### src/rtl/trap_ctrl.sv
// trap_ctrl: trap arbitration and PC-redirect sequencer feeding the mepc/sepc CSR block.
// Picks the winning interrupt or exception at the commit boundary, applies delegation and
// privilege/enable rules, then runs flush -> drain -> commit -> redirect. Also redirects
// mret/sret to mepc/sepc.
//
// Ports:
//   clk, rst                    clock, synchronous active-high reset
//   ins_valid/ins_pc/ins_retire commit-boundary instruction status
//   exc_vec, irq_pend           exception flags / pending+enabled interrupts (bit = code)
//   priv, mstatus_mie/sie       current privilege and global interrupt enables
//   medeleg, mideleg            exception / interrupt delegation masks
//   mret, sret                  xRET at the commit boundary
//   mtvec, stvec, mepc, sepc    trap vectors and return PCs
//   pipe_idle, redirect_ready   pipeline drained / fetch accepts redirect
//   flush                       one-cycle kill of younger instructions
//   trap_target_m/_s            one-cycle commit pulse to the EPC block
//   next_pc, trap_pc, cause     latched trap information for the EPC block
//   pc_jmp                      tied 0
//   redirect_valid/redirect_pc  redirect request to fetch
//   busy                        sequencer not idle
module trap_ctrl #(
    parameter int unsigned XLEN      = 64,
    parameter int unsigned DRAIN_MAX = 15
) (
    input  logic            clk,
    input  logic            rst,
    input  logic            ins_valid,
    input  logic [XLEN-1:0] ins_pc,
    input  logic            ins_retire,
    input  logic [15:0]     exc_vec,
    input  logic [15:0]     irq_pend,
    input  logic [1:0]      priv,
    input  logic            mstatus_mie,
    input  logic            mstatus_sie,
    input  logic [15:0]     medeleg,
    input  logic [15:0]     mideleg,
    input  logic            mret,
    input  logic            sret,
    input  logic [XLEN-1:0] mtvec,
    input  logic [XLEN-1:0] stvec,
    input  logic [XLEN-1:0] mepc,
    input  logic [XLEN-1:0] sepc,
    input  logic            pipe_idle,
    input  logic            redirect_ready,
    output logic            flush,
    output logic            trap_target_m,
    output logic            trap_target_s,
    output logic            next_pc,
    output logic            pc_jmp,
    output logic [XLEN-1:0] trap_pc,
    output logic [XLEN-1:0] cause,
    output logic            redirect_valid,
    output logic [XLEN-1:0] redirect_pc,
    output logic            busy
);

    localparam int unsigned CNT_W  = 4;
    localparam int unsigned CODE_W = 4;
    localparam int unsigned IRQ_N  = 6;
    localparam int unsigned EXC_N  = 14;

    localparam logic [1:0] PRIV_U = 2'd0;
    localparam logic [1:0] PRIV_S = 2'd1;
    localparam logic [1:0] PRIV_M = 2'd3;

    localparam logic [CODE_W-1:0] ILLEGAL_INSN = 4'd2;

    // Highest priority first.
    localparam logic [CODE_W-1:0] IRQ_PRIO [IRQ_N] = '{4'd11, 4'd3, 4'd7, 4'd9, 4'd1, 4'd5};
    localparam logic [CODE_W-1:0] EXC_PRIO [EXC_N] = '{4'd3, 4'd12, 4'd1, 4'd2, 4'd0, 4'd8, 4'd9,
                                                       4'd11, 4'd5, 4'd7, 4'd13, 4'd15, 4'd4, 4'd6};

    typedef enum logic [1:0] {
        IDLE   = 2'd0,
        DRAIN  = 2'd1,
        COMMIT = 2'd2,
        REDIR  = 2'd3
    } state_t;

    state_t            state, state_d;
    logic [CNT_W-1:0]  cnt, cnt_d;
    logic              tgt_s, tgt_s_d;
    logic              flush_d, trap_target_m_d, trap_target_s_d, next_pc_d;
    logic              redirect_valid_d, busy_d;
    logic [XLEN-1:0]   trap_pc_d, cause_d, redirect_pc_d;

    logic              irq_hit, irq_s, irq_del, irq_en;
    logic [CODE_W-1:0] irq_code, irq_c;
    logic              exc_hit, exc_s;
    logic [CODE_W-1:0] exc_code, exc_c;
    logic              ill_sret;
    logic [XLEN-1:0]   tvec, tvec_base, vec_off;

    assign pc_jmp = 1'b0;

    // Interrupt pick: scan lowest priority first so the highest enabled one wins.
    // A delegated interrupt while in M evaluates as disabled.
    always_comb begin
        irq_hit  = 1'b0;
        irq_s    = 1'b0;
        irq_code = '0;
        irq_c    = '0;
        irq_del  = 1'b0;
        irq_en   = 1'b0;
        for (int k = IRQ_N - 1; k >= 0; k--) begin
            irq_c   = IRQ_PRIO[k];
            irq_del = mideleg[irq_c];
            irq_en  = irq_del ? ((priv == PRIV_U) || ((priv == PRIV_S) && mstatus_sie))
                              : ((priv != PRIV_M) || mstatus_mie);
            if (irq_pend[irq_c] && irq_en) begin
                irq_hit  = 1'b1;
                irq_s    = irq_del;
                irq_code = irq_c;
            end
        end
    end

    // Exception pick, same scan order trick.
    always_comb begin
        exc_hit  = 1'b0;
        exc_code = '0;
        exc_c    = '0;
        for (int k = EXC_N - 1; k >= 0; k--) begin
            exc_c = EXC_PRIO[k];
            if (exc_vec[exc_c]) begin
                exc_hit  = 1'b1;
                exc_code = exc_c;
            end
        end
        exc_s = medeleg[exc_code] && (priv != PRIV_M);
    end

    assign ill_sret = sret && (priv == PRIV_U);

    // Vector target; only interrupts in mode 1 are vectored, other modes are direct.
    assign tvec      = tgt_s ? stvec : mtvec;
    assign tvec_base = {tvec[XLEN-1:2], 2'b00};
    assign vec_off   = ((tvec[1:0] == 2'd1) && cause[XLEN-1]) ? XLEN'({cause[5:0], 2'b00}) : '0;

    // Next-state and registered-output logic.
    always_comb begin
        state_d         = state;
        cnt_d           = cnt;
        tgt_s_d         = tgt_s;
        flush_d         = 1'b0;
        trap_target_m_d = 1'b0;
        trap_target_s_d = 1'b0;
        next_pc_d       = next_pc;
        trap_pc_d       = trap_pc;
        cause_d         = cause;
        redirect_pc_d   = redirect_pc;

        case (state)
            IDLE: begin
                if (ins_valid) begin
                    if (irq_hit) begin
                        cause_d   = {1'b1, (XLEN-1)'(irq_code)};
                        tgt_s_d   = irq_s;
                        next_pc_d = ins_retire;
                        trap_pc_d = ins_pc;
                        flush_d   = 1'b1;
                        cnt_d     = '0;
                        state_d   = DRAIN;
                    end else if (exc_hit || ill_sret) begin
                        cause_d   = exc_hit ? XLEN'(exc_code) : XLEN'(ILLEGAL_INSN);
                        tgt_s_d   = exc_hit ? exc_s : (medeleg[ILLEGAL_INSN] && (priv != PRIV_M));
                        next_pc_d = 1'b0;
                        trap_pc_d = ins_pc;
                        flush_d   = 1'b1;
                        cnt_d     = '0;
                        state_d   = DRAIN;
                    end else if (mret || sret) begin
                        redirect_pc_d = mret ? mepc : sepc;
                        flush_d       = 1'b1;
                        state_d       = REDIR;
                    end
                end
            end
            DRAIN: begin
                if (pipe_idle || (cnt == CNT_W'(DRAIN_MAX))) begin
                    trap_target_m_d = !tgt_s;
                    trap_target_s_d = tgt_s;
                    state_d         = COMMIT;
                end else begin
                    cnt_d = cnt + CNT_W'(1);
                end
            end
            COMMIT: begin
                redirect_pc_d = tvec_base + vec_off;
                state_d       = REDIR;
            end
            REDIR: begin
                if (redirect_ready) begin
                    state_d = IDLE;
                end
            end
            default: state_d = IDLE;
        endcase

        redirect_valid_d = (state_d == REDIR);
        busy_d           = (state_d != IDLE);
    end

    // State and output registers.
    always_ff @(posedge clk) begin
        if (rst) begin
            state          <= IDLE;
            cnt            <= '0;
            tgt_s          <= 1'b0;
            flush          <= 1'b0;
            trap_target_m  <= 1'b0;
            trap_target_s  <= 1'b0;
            next_pc        <= 1'b0;
            trap_pc        <= '0;
            cause          <= '0;
            redirect_valid <= 1'b0;
            redirect_pc    <= '0;
            busy           <= 1'b0;
        end else begin
            state          <= state_d;
            cnt            <= cnt_d;
            tgt_s          <= tgt_s_d;
            flush          <= flush_d;
            trap_target_m  <= trap_target_m_d;
            trap_target_s  <= trap_target_s_d;
            next_pc        <= next_pc_d;
            trap_pc        <= trap_pc_d;
            cause          <= cause_d;
            redirect_valid <= redirect_valid_d;
            redirect_pc    <= redirect_pc_d;
            busy           <= busy_d;
        end
    end

endmodule

### config.mk
export PLATFORM = sky130hd
export DESIGN_NAME = trap_ctrl
export DESIGN_NICKNAME = d
export VERILOG_FILES = /design/src/rtl/trap_ctrl.sv
export SDC_FILE = /design/constraint.sdc
export NUM_CORES = 1
export LEC_CHECK = 0
export CAP_MARGIN = 10
export CORE_AREA = 5 5 227 229
export DETAILED_ROUTE_END_ITERATION = 8
export DIE_AREA = 0 0 232 234
export PLACE_DENSITY = 0.57
export SYNTH_ARGS = -nofsm -noshare
export SYNTH_HDL_FRONTEND = slang
export SYNTH_SLANG_ARGS = --single-unit
### constraint.sdc
create_clock -name clk -period 4.6 [get_ports clk]
set_input_delay 1.38 -clock clk [delete_from_list [all_inputs] [get_ports clk]]
set_output_delay 1.38 -clock clk [all_outputs]
set_load 0.02 [all_outputs]
# [Yosys cells after proc, flatten, opt, wreduce, memory -nomap -nowiden]
# Cells that the tools add are included.
[classes] order_cmp=1 eq_ne=14 add_sub_neg=2 n_reduce_logical=28 n_bitwise=4 mux=87
[op_table] cell="64-bit two-way mux" count=10
[op_table] cell="64-bit one-hot mux with 2 select lines" count=1
[op_table] cell="4-bit two-way mux" count=23
[op_table] cell="64-bit by 8-bit adder with 64-bit output" count=1
[op_table] cell="1-bit two-way mux" count=41
[op_table] cell="2-bit two-way mux" count=6
[op_table] cell="2-bit inequality test, second input constant" count=6
[op_table] cell="1-bit logical AND" count=11
[op_table] cell="8-bit two-way mux" count=1
[op_table] cell="2-bit one-hot mux with 4 select lines" count=1
[op_table] cell="4-bit one-hot mux with 2 select lines" count=1
[op_table] cell="2-bit nonzero test" count=4
[op_table] cell="2-bit by 1-bit == test with 1-bit output, second input constant" count=3
[op_table] cell="2-bit == test, second input constant" count=3
[op_table] cell="3-bit two-way mux" count=2
[op_table] cell="3-bit OR reduction" count=2
[op_table] cell="1-bit logical OR" count=5
[op_table] cell="4-bit by 5-bit less-than comparator with 1-bit output, second input constant" count=1
[op_table] cell="5-bit AND reduction" count=1
[op_table] cell="4-bit by 1-bit adder with 4-bit output, second input constant" count=1
[op_table] cell="1-bit binary-select mux with 4-bit select" count=1
[op_table] cell="4-bit == test, second input constant" count=1
[op_table] cell="2-bit zero test" count=2
[op_table] cell="1-bit NOT" count=4
[op_table] cell="4 further kinds" count=4
[totals] ff_bits=205 wordCells=148 inputBits=396 output_inout_bits=199

# [Longest topological paths before layout]
[depth] word_depth=20 ltp_mapped=20 mapped_depth_nobuf=13

# [Least setup slack after synthesis]
# OpenSTA, ideal clock, no wires.
[synth_path] path_kind="flip-flop to flip-flop" startpoint="reg tgt_s" endpoint="reg redirect_pc[29]" synth_period_minus_slack_ns=4.295 path_slack_ns=0.305 arrival_time_ns=4.220 path_buffers=9 stages_incl_launch_ff=19 t_required_ns=4.526 setup_ns=0.074 path_cell_list="dfxtp_1 buf_4 buf_4 buf_2 buf_2 buf_2 buf_2 buf_2 buf_2 mux2_2 ha_1 nand2_1 o21ai_1 nand2_1 buf_2 nor2_2 nand2_1 or3b_2 a31oi_1"
[synth_between] elab_chain_cells=6
[synth_lines] item="start, declared" line_no="82" rtl="logic tgt_s, tgt_s_d;"
[synth_lines] item="start signal, assigned" line_no="222" rtl="tgt_s <= tgt_s_d;"
[synth_lines] item="64-bit two-way mux (*)" line_no="136" rtl="assign tvec = tgt_s ? stvec : mtvec;"
[synth_lines] item="2-bit by 1-bit == test with 1-bit output" line_no="138" rtl="assign vec_off = ((tvec[1:0] == 2'd1) && cause[XLEN-1]) ? XLEN'({cause[5:0], 2'b00}) : '0;"
[synth_lines] item="1-bit logical AND" line_no="138"
[synth_lines] item="8-bit two-way mux" line_no="138"
[synth_lines] item="64-bit by 8-bit adder with 64-bit output (*)" line_no="189" rtl="redirect_pc_d = tvec_base + vec_off;"
[synth_lines] item="64-bit one-hot mux with 2 select lines (*)" line_no="153" rtl="case (state)"
[synth_lines] item="end signal, assigned" line_no="230" rtl="redirect_pc <= redirect_pc_d;"
[synth_lines] item="end, declared" line_no="53" rtl="output logic [XLEN-1:0] redirect_pc,"
# Mark *: on every way between the ends. The rest lies on a longest branch, timed or not.
# A chain may end at the register's enable or synchronous reset.

# [Worst setup path after layout]
[layout_path] startpoint="in mtvec[0]" endpoint="reg redirect_pc[62]"
[layout_between] elab_chain_cells=6
[layout_lines] item="start, declared" line_no="39" rtl="input logic [XLEN-1:0] mtvec,"
[layout_lines] item="64-bit two-way mux" line_no="136"
[layout_lines] item="2-bit by 1-bit == test with 1-bit output" line_no="138"
[layout_lines] item="1-bit logical AND" line_no="138"
[layout_lines] item="8-bit two-way mux" line_no="138"
[layout_lines] item="64-bit by 8-bit adder with 64-bit output" line_no="189"
[layout_lines] item="64-bit one-hot mux with 2 select lines" line_no="153"
# Every way passes these cells.

==> metrics.md <==
| Metric | Value |
|---|---|
| Count of yosys warnings during synthesis | `0` |
| Top-level I/O count | `595` |
| Final WL | `48900 um` |
| Drc violations | `0` |
| Via-to-Cell Ratio | `4.52` |
| Cell chain of the critical path | `clkdlybuf4s50_1, inv_1, o32ai_1, buf_4, and3_1, ha_1, inv_1, fa_1, nor2b_1, o21a_1, buf_12, o21ai_1, buf_4, nor4_4, buf_4, a31o_2, nand3_1, a21oi_1` |
| Final Max Slew Viols | `0` |
| Peak per-stage delay on the critical path | `0.46 ns` |
| Sort of element at the end of the critical path | `flop` |
| Distinct cell type count of the synthesized netlist | `73` |
| Most common cell after layout, fill and taps aside | `sky130_fd_sc_hd__clkdlybuf4s50_1` |
| Clock network fraction of design power | `35.1%` |
| DRC marker count from the first detailed-route iteration | `476` |
| Most frequent cell on the critical path | `sky130_fd_sc_hd__buf_4` |
| Final Instance Area | `0.0162 mm^2` |
| Clock latency reported for the late side of the worst-skew pair | `0.47 ns` |
| Signed area change from the synthesized netlist to the final layout | `67.0%` |
| Switch Pwr | `1.43 mW` |
| Chip width | `232 um` |
| Dpl cell area | `0.0156 mm^2` |
| WP data required | `5.00 ns` |
| Placer's final routability congestion estimate | `0.827` |
| Worst-case vdd ir drop | `177 uV` |
| Register clock-pin slew on the reported worst setup and hold paths | `0.07 ns` |
| Post-placement worst setup slack | `-0.462 ns` |
| Sequential cell area | `0.00293 mm^2` |
| Via count of the first global-routing pass | `11330` |
| Library cell contributing the largest single delay on the critical path | `sky130_fd_sc_hd__clkdlybuf4s50_1` |
| Crit path arrival time | `4.72 ns` |
| Skew final | `0.0102 ns` |
| Number of port buffers | `512` |
| Startpoint type of the worst setup path | `input port` |
| First-pass GRT wire length | `70100 um` |
| Die height | `234 um` |
| Critical Setup Path Class | `input port to flop` |
| Number of search-and-repair iterations in the first detailed-routing pass | `5` |
| Part of the total power dissipated in combinational logic | `31.4%` |
| Num CTS Buffers | `17` |
| Finish-stage setup viols | `0` |
| Average detailed-routed wire length per instance | `19.9 um` |
| # hold bufs at CTS | `0` |
| Leading cell types by total area after synthesis | `sky130_fd_sc_hd__dfxtp_1 30%, sky130_fd_sc_hd__mux2i_1 12%, sky130_fd_sc_hd__nand2_1 8.8%, sky130_fd_sc_hd__a21oi_1 7.4%, sky130_fd_sc_hd__buf_4 5.0%` |
| Final layout net count | `2166` |
| H-tree levels | `4` |
| Post-layout min period | `4.32 ns` |
| Total negative slack | `0 ns` |
| All-Layer GR Usage | `17.1%` |
| Proportion of total power due to net switching | `33.9%` |
| Final Worst Setup Slack | `0.284 ns` |
| Final hold violation count | `0` |
| Upper clock frequency limit | `232 MHz` |
| Power density normalized to cell area | `259 mW/mm^2` |
| Largest area contributor in the synthesized netlist | `sky130_fd_sc_hd__dfxtp_1` |
| Detail Placement HPWL | `39200 um` |
| Slew headroom | `36.2%` |
| Clock root cell | `sky130_fd_sc_hd__clkbuf_16` |
| Min-Delay Path Class | `flop to flop` |
| Number of flip-flops and latches in the synthesized netlist | `146` |
| Layout cell share with drive strength beyond 1 | `7.15%` |
| Total power consumption of the routed design | `4.21 mW` |
| Post-synth top area share | `30.0%` |
| Instance count of the mapped netlist | `1259` |
| Starting Density | `19.7%` |
| Crit-path max FO | `6` |
| Sequential group share of total power | `33.5%` |
| Placeable core area | `0.0495 mm^2` |
| Pin count of the biggest net entering global routing | `97` |
| Multi-input gate area in the final layout | `0.00620 mm^2` |
| RSZ-0062 raised after global routing | `false` |
| Max-cap violation count | `0` |
| Top flip-flop cell by instance count after synthesis | `sky130_fd_sc_hd__dfxtp_1` |
| EDFF count, synth | `0` |
| Post-CTS Repair Setup Buffers | `0` |
| Number of vias in the routed layout | `11089` |
| FFs w/ async S/R, synth | `0%` |
| Final Cycle Share | `93.8%` |
| Area of the die | `0.0543 mm^2` |
| Buffer depth of the longest clock path | `2` |
| Number of antenna violations at the first check in global routing | `6` |
| Leakage dissipation | `5.82 nW` |
| CTS sink cnt | `146` |
| Global route overflow | `0` |
| FILL cells | `5255` |
| CTS tree | `built` |
| Average cell area after synthesis | `7.73 um^2` |
| Share of the yosys chip area belonging to registers | `30.0%` |
| Netlist area before placement | `0.00973 mm^2` |
| Top library cells by usage in the layout, fill and taps aside | `510 x sky130_fd_sc_hd__clkdlybuf4s50_1, 228 x sky130_fd_sc_hd__nand2_1, 145 x sky130_fd_sc_hd__dfxtp_1` |
| Internal | `2.78 mW` |
| Number of standard-cell rows in the floorplan | `82` |
| Result of the run | `finished clean` |
| Transition time of the tightest slew-check pin | `0.957 ns` |
| Remaining antenna violation count after routing | `0` |
==> synth_stat cells (all sizes together) (6+ instances only) <==
cell,count
a31oi,8
buf,95
nand3b,13
nor4,8
xor2,23
nor3,21
and3,9
nor2,75
o21ai,28
a211oi,7
a21oi,144
nand4,18
mux2,8
and2,11
nor2b,11
nand3,33
a32oi,7
nand2b,11
o211ai,31
xnor2,31
inv,16
a221oi,6
o22ai,32
dfxtp,146
nand4b,7
nand2,228
mux2i,115
clkbuf,45
==> stage by stage <==
stage / hold slack [ns] / utilization (%) / instances
finish: 0.455 / 32.9 / 2453
global route: 0.474 / 32.9 / 2452
CTS: 0.457 / 32.8 / 2448
detailed placement: 0.448 / 31.6 / 2417
global placement: 0.441 / 31.6 / 2417
floorplan: 0.465 / - / 1318
==> worst max-delay path, delay by kind of cell <==
kind                     cells  cell delay [ns]
AND/OR/NAND/NOR              4             0.60
adder cells (fa/ha/maj)      2             0.57
buffers and inverters        7             1.23
AO/OA/AOI/OAI                5             0.92
==> final cells by class <==
cell class / count / share of cell area, %
Timing Repair Buffer: 567 / 34.6
Sequential cell: 146 / 18.0
Antenna cell: 5 / 0.0770
Tap cell: 672 / 5.17
Clock inverter: 14 / 1.01
Inverter: 16 / 0.370
Clock buffer: 17 / 2.62
Multi-Input combinational cell: 1016 / 38.1
==> layer usage <==
| layer | GRT usage, % | up-vias | part of all wire (%) |
|---|---|---|---|
| met2 | 30.2 | 460 | 50 |
| met5 | 0 | - | 0.053 |
| met3 | 6.62 | 55 | 9.2 |
| met4 | 6.41 | 4 | 2.3 |
| met1 | 18.7 | 5168 | 39 |
| li1 | - | 5402 | - |
==> flip-flops by register name, indices dropped and copies added (netlist names) <==
name	cells
trap_pc	64
redirect_valid	1
next_pc	1
cause	5
trap_target_m	1
flush	1
cnt	4
trap_target_s	1
tgt_s	1
busy	1
state	2
redirect_pc	64
==> power by group through the flow <==
stage	Sequential (mW)	Clock (mW)	Combinational [mW]
after floorplan	1.52	0	0.561
after global placement	1.44	0	1.32
after detailed placement	1.44	0	1.33
after CTS	1.41	1.54	1.33
after global routing	1.42	1.59	1.42
final	1.41	1.48	1.32
==> kinds of logic after synthesis <==
kind of cell | count (synthesis) | synth area share (%)
and+or+nand+nor | 466 | 22.5
buffers and inverters | 156 | 8.90
xor gates and xnor gates | 54 | 4.86
other | 1 | 0.0386
DFF | 146 | 30.0
AOI/OAI and AO/OA | 306 | 19.8
muxes | 124 | 13.0
adders and majority gates | 6 | 0.849
==> final timing paths <==
kind,start,to,slack [ns],cells after the start
setup / recovery,mtvec[0],redirect_pc[62]$_SDFFE_PP0P_,0.28,18
hold / removal,trap_pc[51]$_SDFFE_PP0P_,trap_pc[51]$_SDFFE_PP0P_,0.45,2
setup reg to reg,tgt_s$_SDFFE_PP0P_,redirect_pc[63]$_SDFFE_PP0P_,1.23,9
hold reg to reg,trap_pc[51]$_SDFFE_PP0P_,trap_pc[51]$_SDFFE_PP0P_,0.45,2
==> repair_timing <==
action	in CTS	in global routing
setup endpoints to repair	0	1
gates resized for setup	0	2
hold endpoints to repair	0	0
Note: power is estimated with default switching activity, not from simulation.
